### src/rtl/hb3_motor_emu.sv
// hb3_motor_emu: PWM-duty-driven quadrature encoder emulator; define HB3EMU_INERTIA_EN for slew-limited speed changes
module hb3_motor_emu #(
  parameter int PWM_PERIOD = 100,
  parameter int STEP = 21475,
  parameter int ACC_W = 32,
  parameter int SLEW = 214750
) (
  input  logic        Clk,
  input  logic        Rst,
  input  logic        En,
  input  logic        Dir,
  output logic        SA,
  output logic        SB,
  output logic [7:0]  duty_meas,
  output logic [31:0] position
);
  logic [7:0] win_cnt, high_cnt, duty_new;
  logic [ACC_W-1:0] inc, acc, acc_sum, target, inc_next;
  logic [1:0] q, q_next;
  logic carry, win_end;
  assign win_end = win_cnt == 8'(PWM_PERIOD - 1);
  assign duty_new = high_cnt + {7'd0, En};
  assign target = ACC_W'(duty_new) * ACC_W'(STEP);
  assign {carry, acc_sum} = {1'b0, acc} + {1'b0, inc};
  assign q_next = Dir ? q + 2'd1 : q - 2'd1;
`ifdef HB3EMU_INERTIA_EN
  localparam logic [ACC_W-1:0] slew_inc = ACC_W'(SLEW);
  // move toward the new target by at most one slew step per window
  always_comb
    inc_next = target > inc ? (target - inc > slew_inc ? inc + slew_inc : target)
                            : (inc - target > slew_inc ? inc - slew_inc : target);
`else
  assign inc_next = target;
`endif
  // duty measurement window; speed is retargeted only at the window end
  always_ff @(posedge Clk)
    if (Rst) begin
      win_cnt   <= '0;
      high_cnt  <= '0;
      duty_meas <= '0;
      inc       <= '0;
    end else begin
      win_cnt  <= win_end ? '0 : win_cnt + 8'd1;
      high_cnt <= win_end ? '0 : duty_new;
      if (win_end) begin
        duty_meas <= duty_new;
        inc       <= inc_next;
      end
    end
  // phase accumulator; each carry advances the quadrature index in the sampled direction
  always_ff @(posedge Clk)
    if (Rst) begin
      acc      <= '0;
      q        <= '0;
      position <= '0;
      SA       <= 1'b0;
      SB       <= 1'b0;
    end else begin
      acc <= acc_sum;
      if (carry) begin
        q        <= q_next;
        position <= Dir ? position + 32'd1 : position - 32'd1;
        SA       <= q_next[1] ^ q_next[0];
        SB       <= q_next[1];
      end
    end
endmodule

### config.mk
export PLATFORM = sky130hd
export DESIGN_NAME = hb3_motor_emu
export DESIGN_NICKNAME = d
export VERILOG_FILES = /design/src/rtl/hb3_motor_emu.sv
export SDC_FILE = /design/constraint.sdc
export NUM_CORES = 1
export LEC_CHECK = 0
export ABC_AREA = 0
export BUFFER_PORTS_ARGS = -buffer_cell sky130_fd_sc_hd__buf_2
export CORE_MARGIN = 4
export CORE_UTILIZATION = 45
export CTS_CLUSTER_SIZE = 24
export DETAILED_ROUTE_END_ITERATION = 8
export HOLD_SLACK_MARGIN = 0.02
export SETUP_SLACK_MARGIN = 0.1
export SKIP_CTS_REPAIR_TIMING = 1
export SKIP_LAST_GASP = 1
export SYNTH_ARGS = -nofsm -noshare
export SYNTH_HDL_FRONTEND = slang
export SYNTH_SLANG_ARGS = --single-unit
### constraint.sdc
create_clock -name Clk -period 11.2 [get_ports Clk]
set_input_delay 0.56 -clock Clk [delete_from_list [all_inputs] [get_ports Clk]]
set_output_delay 0.56 -clock Clk [all_outputs]
set_load 0.01 [all_outputs]
==> results.json, run 1 <==
{
  "run_status": "completed",
  "rsz0062_at_grt": "false",
  "placement_rows": 50,
  "die_width_um": 146,
  "detail_route.wirelength_um": 18600,
  "grt_pass1_wl_um": 32700,
  "layout.filler_cells": 1841,
  "total_leakage_power_nw": 4.53,
  "min-delay-path-class": "register to register",
  "antenna_violations_before_repair": 0,
  "period_minus_slack_ns": 5.36,
  "drv.max_cap_violation_count": 0,
  "drt_pass1_iterations": 4,
  "timing.reg2reg.worst_path_depth": 21,
  "timing.rr.end": "inc[19]",
  "finished_layout_cell_area_mm2": 0.00953,
  "area_growth_syn_to_layout_pct": 11.7,
  "slowest_stage_delay_cp_ns": 0.51,
  "fraction_of_layout_cells_with_a_size_suffix_above_1": 0.0844,
  "synth_area_mm2": 0.00853,
  "initialDrtViolationCount": 298,
  "peakVddDrop_uv": 117,
  "core-area_mm2": 0.0187,
  "tritoncts_clock_tree": "built",
  "ctsRootBufferMaster": "sky130_fd_sc_hd__clkbuf_16",
  "critical_path_class": "register to register",
  "critical_path.top_delay_family": "adder cells",
  "end_kind": "register",
  "synth-seq-area-share": 0.265,
  "critical_path.max_fanout": 4,
  "cts_max_path_buffers": 2,
  "cts_buffers": 17,
  "n_diodes": 0,
  "vias_per_cell": 5.37,
  "worstMarginPinSlew_ns": 0.868,
  "synth_top_cells_by_area": "sky130_fd_sc_hd__dfxtp_1 (27%), sky130_fd_sc_hd__ha_1 (17%), sky130_fd_sc_hd__a21oi_1 (5.6%)",
  "buffers_added_on_ports": 45,
  "io-pin-count": 46,
  "timing.hold.worst_path_depth": 2,
  "placedInstanceArea_mm2": 0.00896,
  "gp_routability_congestion": 0.872,
  "global_route.overflow_total": 0,
  "detailroute.via_count": 7044,
  "die_h_um": 146,
  "drt_drc_violations_left": 0,
  "storage_element_area_mm2": 0.00226,
  "grtUsageTotal": 0.182,
  "dominantRegCellSynth": "sky130_fd_sc_hd__dfxtp_1",
  "post-dp-hpwl_um": 13800,
  "starting_density_of_the_core": 0.456,
  "clock_transition_at_the_register_clock_pins_on_the_worst_setup_and_hold_paths_after_cts_ns": 0.05,
  "post_synth.cell_area_avg_um2": 8.28,
  "synth_cell_type_count": 64,
  "timing.critical_path.buf_inv": 2,
  "post_synth_inst_count": 1030,
  "clock_tree.htree_level_count": 4,
  "reg2reg_slack_ns": 5.84,
  "top_post_synthesis_cells_by_count": "sky130_fd_sc_hd__ha_1 (116), sky130_fd_sc_hd__dfxtp_1 (113), sky130_fd_sc_hd__nand2_1 (110)",
  "cp_data_required_time_ns": 11.53,
  "crit_chain": "ha_1, nand3_1, nor2_1, xnor2_1, inv_1, ha_1, inv_1, ha_1, nor2_1, xnor2_1, ha_1, fa_1, fa_1, ha_1, o21ai_0, a31oi_1, nand3_1, a31oi_1, nor2_1, or4b_1, a31oi_1",
  "synth-edff-count": 0,
  "final.period_utilization": 0.479,
  "min_delay_worst_endpoint": "inc[14]",
  "synth.yosys.warnings": 0,
  "routed_wire_length_per_instance_um": 14.2,
  "rr_startpoint": "high_cnt[0]",
  "count_of_nets_left_with_antenna_violations_after_detail_routing": 0,
  "timing.clock.skew_ns": 0.0122,
  "yosys.cell_count.top_type": "sky130_fd_sc_hd__ha_1",
  "clk-insertion-delay-late_ns": 0.42,
  "power.density_mw_per_mm2": 110,
  "first_global_vias": 6920,
  "final_hold_fails": 0,
  "synthesis.nets": 1174,
  "ys_ff_latch": 113,
  "timing.final.setup_violations": 0,
  "timing.critical_path.from_type": "register",
  "timing.critical_path.mode_cell": "sky130_fd_sc_hd__ha_1",
  "design.final.nets": 1212,
  "multi_input_area_mm2": 0.00589,
  "cts.sinks": 113,
  "clock.fmax_mhz": 187,
  "finalSetupTns_ns": 0,
  "netlist.area_leader.share": 0.265,
  "die_area_mm2": 0.0212,
  "share_of_synthesized_registers_carrying_an_async_set_or_reset": 0,
  "min_from": "inc[14]",
  "timing.max_slew.rel_slack": 0.420,
  "crit_path_top_delay_cell": "sky130_fd_sc_hd__fa_1",
  "arrival_ns": 5.70,
  "grt_start_max_net_pins": 78,
  "finalMaxSlewViolations": 0,
  "synth_top_cell_by_area": "sky130_fd_sc_hd__dfxtp_1"
}
## per-stage QoR
| step | cells | hold slack, ns | total power (W) | utilization | worst slack (ns) |
|---|---|---|---|---|---|
| global placement | 1283 | 0.450 | 0.000530 | 0.479 | 5.65 |
| detailed placement | 1283 | 0.453 | 0.000530 | 0.479 | 5.52 |
| CTS | 1312 | 0.460 | 0.00106 | 0.509 | 5.83 |
| finish | 1312 | 0.456 | 0.00104 | 0.509 | 5.84 |
| global route | 1312 | 0.484 | 0.00109 | 0.509 | 5.32 |
| floorplan | 1030 | 0.430 | 0.000505 | - | 6.05 |
## routing by layer
layer | share of wire | up-vias | GRT usage
met1 | 0.49 | 3235 | 0.233
met2 | 0.47 | 100 | 0.312
met4 | 0.011 | 0 | 0.0446
li1 | - | 3696 | -
met3 | 0.028 | 13 | 0.0411
met5 | 0 | - | 0
## where the power goes
part           total, W  internal [W]  switching, W  leakage, nW
logic          0.000115     0.0000444     0.0000702         3.34
registers      0.000406      0.000404    0.00000179        0.911
clock network  0.000523      0.000335      0.000188        0.280
total           0.00104      0.000784      0.000260         4.53
## cell type report
class,instances,area share
Multi-Input combinational cell,820,0.618
Tap cell,234,0.0307
Sequential cell,113,0.237
Clock buffer,24,0.0537
Timing Repair Buffer,51,0.0286
Clock inverter,5,0.00552
Inverter,65,0.0256
## layout by cell type, fill, tap and decap left out, types with 6 or more instances in the layout
| cell type | instances |
|---|---|
| sky130_fd_sc_hd__clkbuf_8 | 6 |
| sky130_fd_sc_hd__and3_1 | 9 |
| sky130_fd_sc_hd__nor2_1 | 108 |
| sky130_fd_sc_hd__a31oi_1 | 11 |
| sky130_fd_sc_hd__a21oi_1 | 96 |
| sky130_fd_sc_hd__buf_2 | 44 |
| sky130_fd_sc_hd__nand2_1 | 110 |
| sky130_fd_sc_hd__a21o_1 | 33 |
| sky130_fd_sc_hd__and2_1 | 11 |
| sky130_fd_sc_hd__buf_4 | 7 |
| sky130_fd_sc_hd__xor2_1 | 36 |
| sky130_fd_sc_hd__nor3_1 | 16 |
| sky130_fd_sc_hd__nor2b_1 | 8 |
| sky130_fd_sc_hd__o21bai_1 | 7 |
| sky130_fd_sc_hd__nand4_1 | 10 |
| sky130_fd_sc_hd__clkbuf_16 | 17 |
| sky130_fd_sc_hd__dfxtp_1 | 113 |
| sky130_fd_sc_hd__or3_1 | 7 |
| sky130_fd_sc_hd__o21a_1 | 9 |
| sky130_fd_sc_hd__ha_1 | 116 |
| sky130_fd_sc_hd__a211oi_1 | 22 |
| sky130_fd_sc_hd__xnor2_1 | 46 |
| sky130_fd_sc_hd__fa_1 | 24 |
| sky130_fd_sc_hd__nand2b_1 | 13 |
| sky130_fd_sc_hd__nand3_1 | 24 |
| sky130_fd_sc_hd__inv_1 | 65 |
| sky130_fd_sc_hd__o21ai_0 | 40 |
## flip-flops by register name (all words and copies together), names as in the netlist
signal and count:
acc 32, position 32, inc 22, duty_meas 8
high_cnt 8, win_cnt 8, SA 1, SB 1
q 1
## worst max path at each step
stage,cells past startpoint,slack (ns),from,to
after global routing,21,5.32,high_cnt[0],inc[19]
final,21,5.84,high_cnt[0],inc[19]
after CTS,21,5.83,high_cnt[0],inc[19]
after detailed placement,22,5.52,En,inc[19]
after global placement,22,5.65,En,inc[19]
after floorplan,21,6.05,En,inc[19]
## kinds of logic after synthesis
| kind of cell | count (synthesis) | synth area share |
|---|---|---|
| simple gates | 340 | 0.185 |
| compound gates | 258 | 0.195 |
| fa+ha+maj | 140 | 0.226 |
| flops | 113 | 0.265 |
| buf+inv | 97 | 0.0443 |
| xor+xnor | 82 | 0.0842 |
## worst min-delay path, delay by kind of cell (launching register included)
| family | cells | cell delay, ns |
|---|---|---|
| AND/OR/NAND/NOR | 1 | 0.05 |
| AO/OA/AOI/OAI | 1 | 0.05 |
| flip-flops | 1 | 0.31 |
No activity file was read; power rests on OpenSTA's default activity.
==> run 2, diff against run 1 <==
Clock period 11.2 ns to 4.7 ns, I/O delays scaled along.
==> results.json, run 2 (same netlist as run 1, synthesis figures left out) <==
{
  "ctsRootBufferMaster": "sky130_fd_sc_hd__clkbuf_16",
  "clock.fmax_mhz": 215,
  "reg2reg_slack_ns": 0.04,
  "detailroute.via_count": 7355,
  "timing.final.setup_violations": 0,
  "area_growth_syn_to_layout_pct": 22.1,
  "timing.clock.skew_ns": 0.00917,
  "initialDrtViolationCount": 223,
  "global_route.overflow_total": 0,
  "arrival_ns": 5.00,
  "drv.max_cap_violation_count": 0,
  "finalMaxSlewViolations": 0,
  "grt_start_max_net_pins": 59,
  "placement_rows": 50,
  "die_area_mm2": 0.0212,
  "cts.sinks": 113,
  "worstMarginPinSlew_ns": 0.922,
  "finished_layout_cell_area_mm2": 0.0104,
  "cts_max_path_buffers": 2,
  "gp_routability_congestion": 0.826,
  "biggest_registers_after_layout": "acc: 32 flops, position: 32 flops, inc: 22 flops",
  "count_of_nets_left_with_antenna_violations_after_detail_routing": 0,
  "starting_density_of_the_core": 0.456,
  "grtUsageTotal": 0.189,
  "timing.max_slew.rel_slack": 0.385,
  "buffers_added_on_ports": 45,
  "peakVddDrop_uv": 258,
  "critical_path_class": "register to register",
  "post-dp-hpwl_um": 14300,
  "drt_pass1_iterations": 4,
  "finalSetupTns_ns": 0,
  "core-area_mm2": 0.0187,
  "clock_tree.htree_level_count": 4,
  "design.final.nets": 1275,
  "n_diodes": 0,
  "final.period_utilization": 0.991,
  "total_leakage_power_nw": 4.83,
  "most-common-layout-cells": "sky130_fd_sc_hd__dfxtp_1 (109), sky130_fd_sc_hd__nand2_1 (108), sky130_fd_sc_hd__nor2_1 (103), sky130_fd_sc_hd__ha_1 (99), sky130_fd_sc_hd__a21oi_1 (93)",
  "grt_pass1_wl_um": 33700,
  "layout.cells.most_common": "sky130_fd_sc_hd__dfxtp_1",
  "die_h_um": 146,
  "clk-insertion-delay-late_ns": 0.42,
  "die_width_um": 146,
  "vias_per_cell": 5.34,
  "fraction_of_layout_cells_with_a_size_suffix_above_1": 0.192,
  "final_hold_fails": 0,
  "rsz0062_at_grt": "true",
  "antenna_violations_before_repair": 0,
  "first_global_vias": 7165,
  "placedInstanceArea_mm2": 0.00945,
  "tritoncts_clock_tree": "built",
  "routed_wire_length_per_instance_um": 14.4,
  "critical_path.max_fanout": 3,
  "io-pin-count": 46,
  "power.density_mw_per_mm2": 252,
  "final.hold.worst_slack_ns": 0.184,
  "clock_transition_at_the_register_clock_pins_on_the_worst_setup_and_hold_paths_after_cts_ns": 0.06,
  "total_power_w": 0.00262,
  "cp_data_required_time_ns": 5.04,
  "run_status": "completed",
  "timing.critical_path.from_type": "register",
  "period_minus_slack_ns": 4.66,
  "min-delay-path-class": "input pin to register",
  "detail_route.wirelength_um": 19900,
  "post-route-util": 0.557,
  "end_kind": "register",
  "cts_buffers": 17,
  "drt_drc_violations_left": 0
}
-- run 2: final cells by class --
| cell class | count | area, um2 |
|---|---|---|
| Inverter | 65 | 246 |
| Multi-Input combinational cell | 820 | 6290 |
| Fill cell | 1714 | 8290 |
| Sequential cell | 113 | 2270 |
| Tap cell | 234 | 293 |
| Clock buffer | 19 | 453 |
| Clock inverter | 13 | 113 |
| Timing Repair Buffer | 114 | 749 |
-- run 2: metal layers --
metal,global-route usage,vias to the layer above,wire length (um)
li1,-,3811,-
met3,0.0433,23,598
met1,0.237,3419,9280
met4,0.0494,0,269
met2,0.327,102,9720
met5,0,-,0
-- run 2: power breakdown --
| group | internal [W] | switching, W |
|---|---|---|
| registers | 0.000962 | 0.00000566 |
| logic | 0.000190 | 0.000213 |
| clock network | 0.000752 | 0.000501 |
| total | 0.00190 | 0.000720 |
-- run 2: path summary, 6_finish.rpt --
path | from | to | cells after the start
max | high_cnt[0] | inc[19] | 18
min | Dir | SA | 3
max reg2reg | high_cnt[0] | inc[19] | 18
min reg2reg | inc[8] | inc[8] | 2
-- run 2: through the flow --
stage,std cells,worst slack [ns]
floorplan,1030,0.103
global placement,1336,-0.0777
detailed placement,1336,-0.142
CTS,1368,-0.122
global route,1378,-0.175
finish,1378,0.0436
-- run 2: critical path, cell delays in order, from the launching register on --
cell and delay (ns):
sky130_fd_sc_hd__dfxtp_4 0.36, sky130_fd_sc_hd__ha_4 0.14, sky130_fd_sc_hd__nand2_4 0.06, sky130_fd_sc_hd__xor2_2 0.19, sky130_fd_sc_hd__buf_4 0.15, sky130_fd_sc_hd__fa_1 0.54, sky130_fd_sc_hd__inv_2 0.07, sky130_fd_sc_hd__ha_4 0.26
sky130_fd_sc_hd__fa_1 0.42, sky130_fd_sc_hd__fa_1 0.49, sky130_fd_sc_hd__ha_4 0.30, sky130_fd_sc_hd__nand2_2 0.06, sky130_fd_sc_hd__a211o_1 0.33, sky130_fd_sc_hd__a31oi_4 0.21, sky130_fd_sc_hd__nand3_2 0.13, sky130_fd_sc_hd__a31oi_4 0.19
sky130_fd_sc_hd__nor2_2 0.06, sky130_fd_sc_hd__or4b_1 0.45, sky130_fd_sc_hd__a31oi_1 0.16
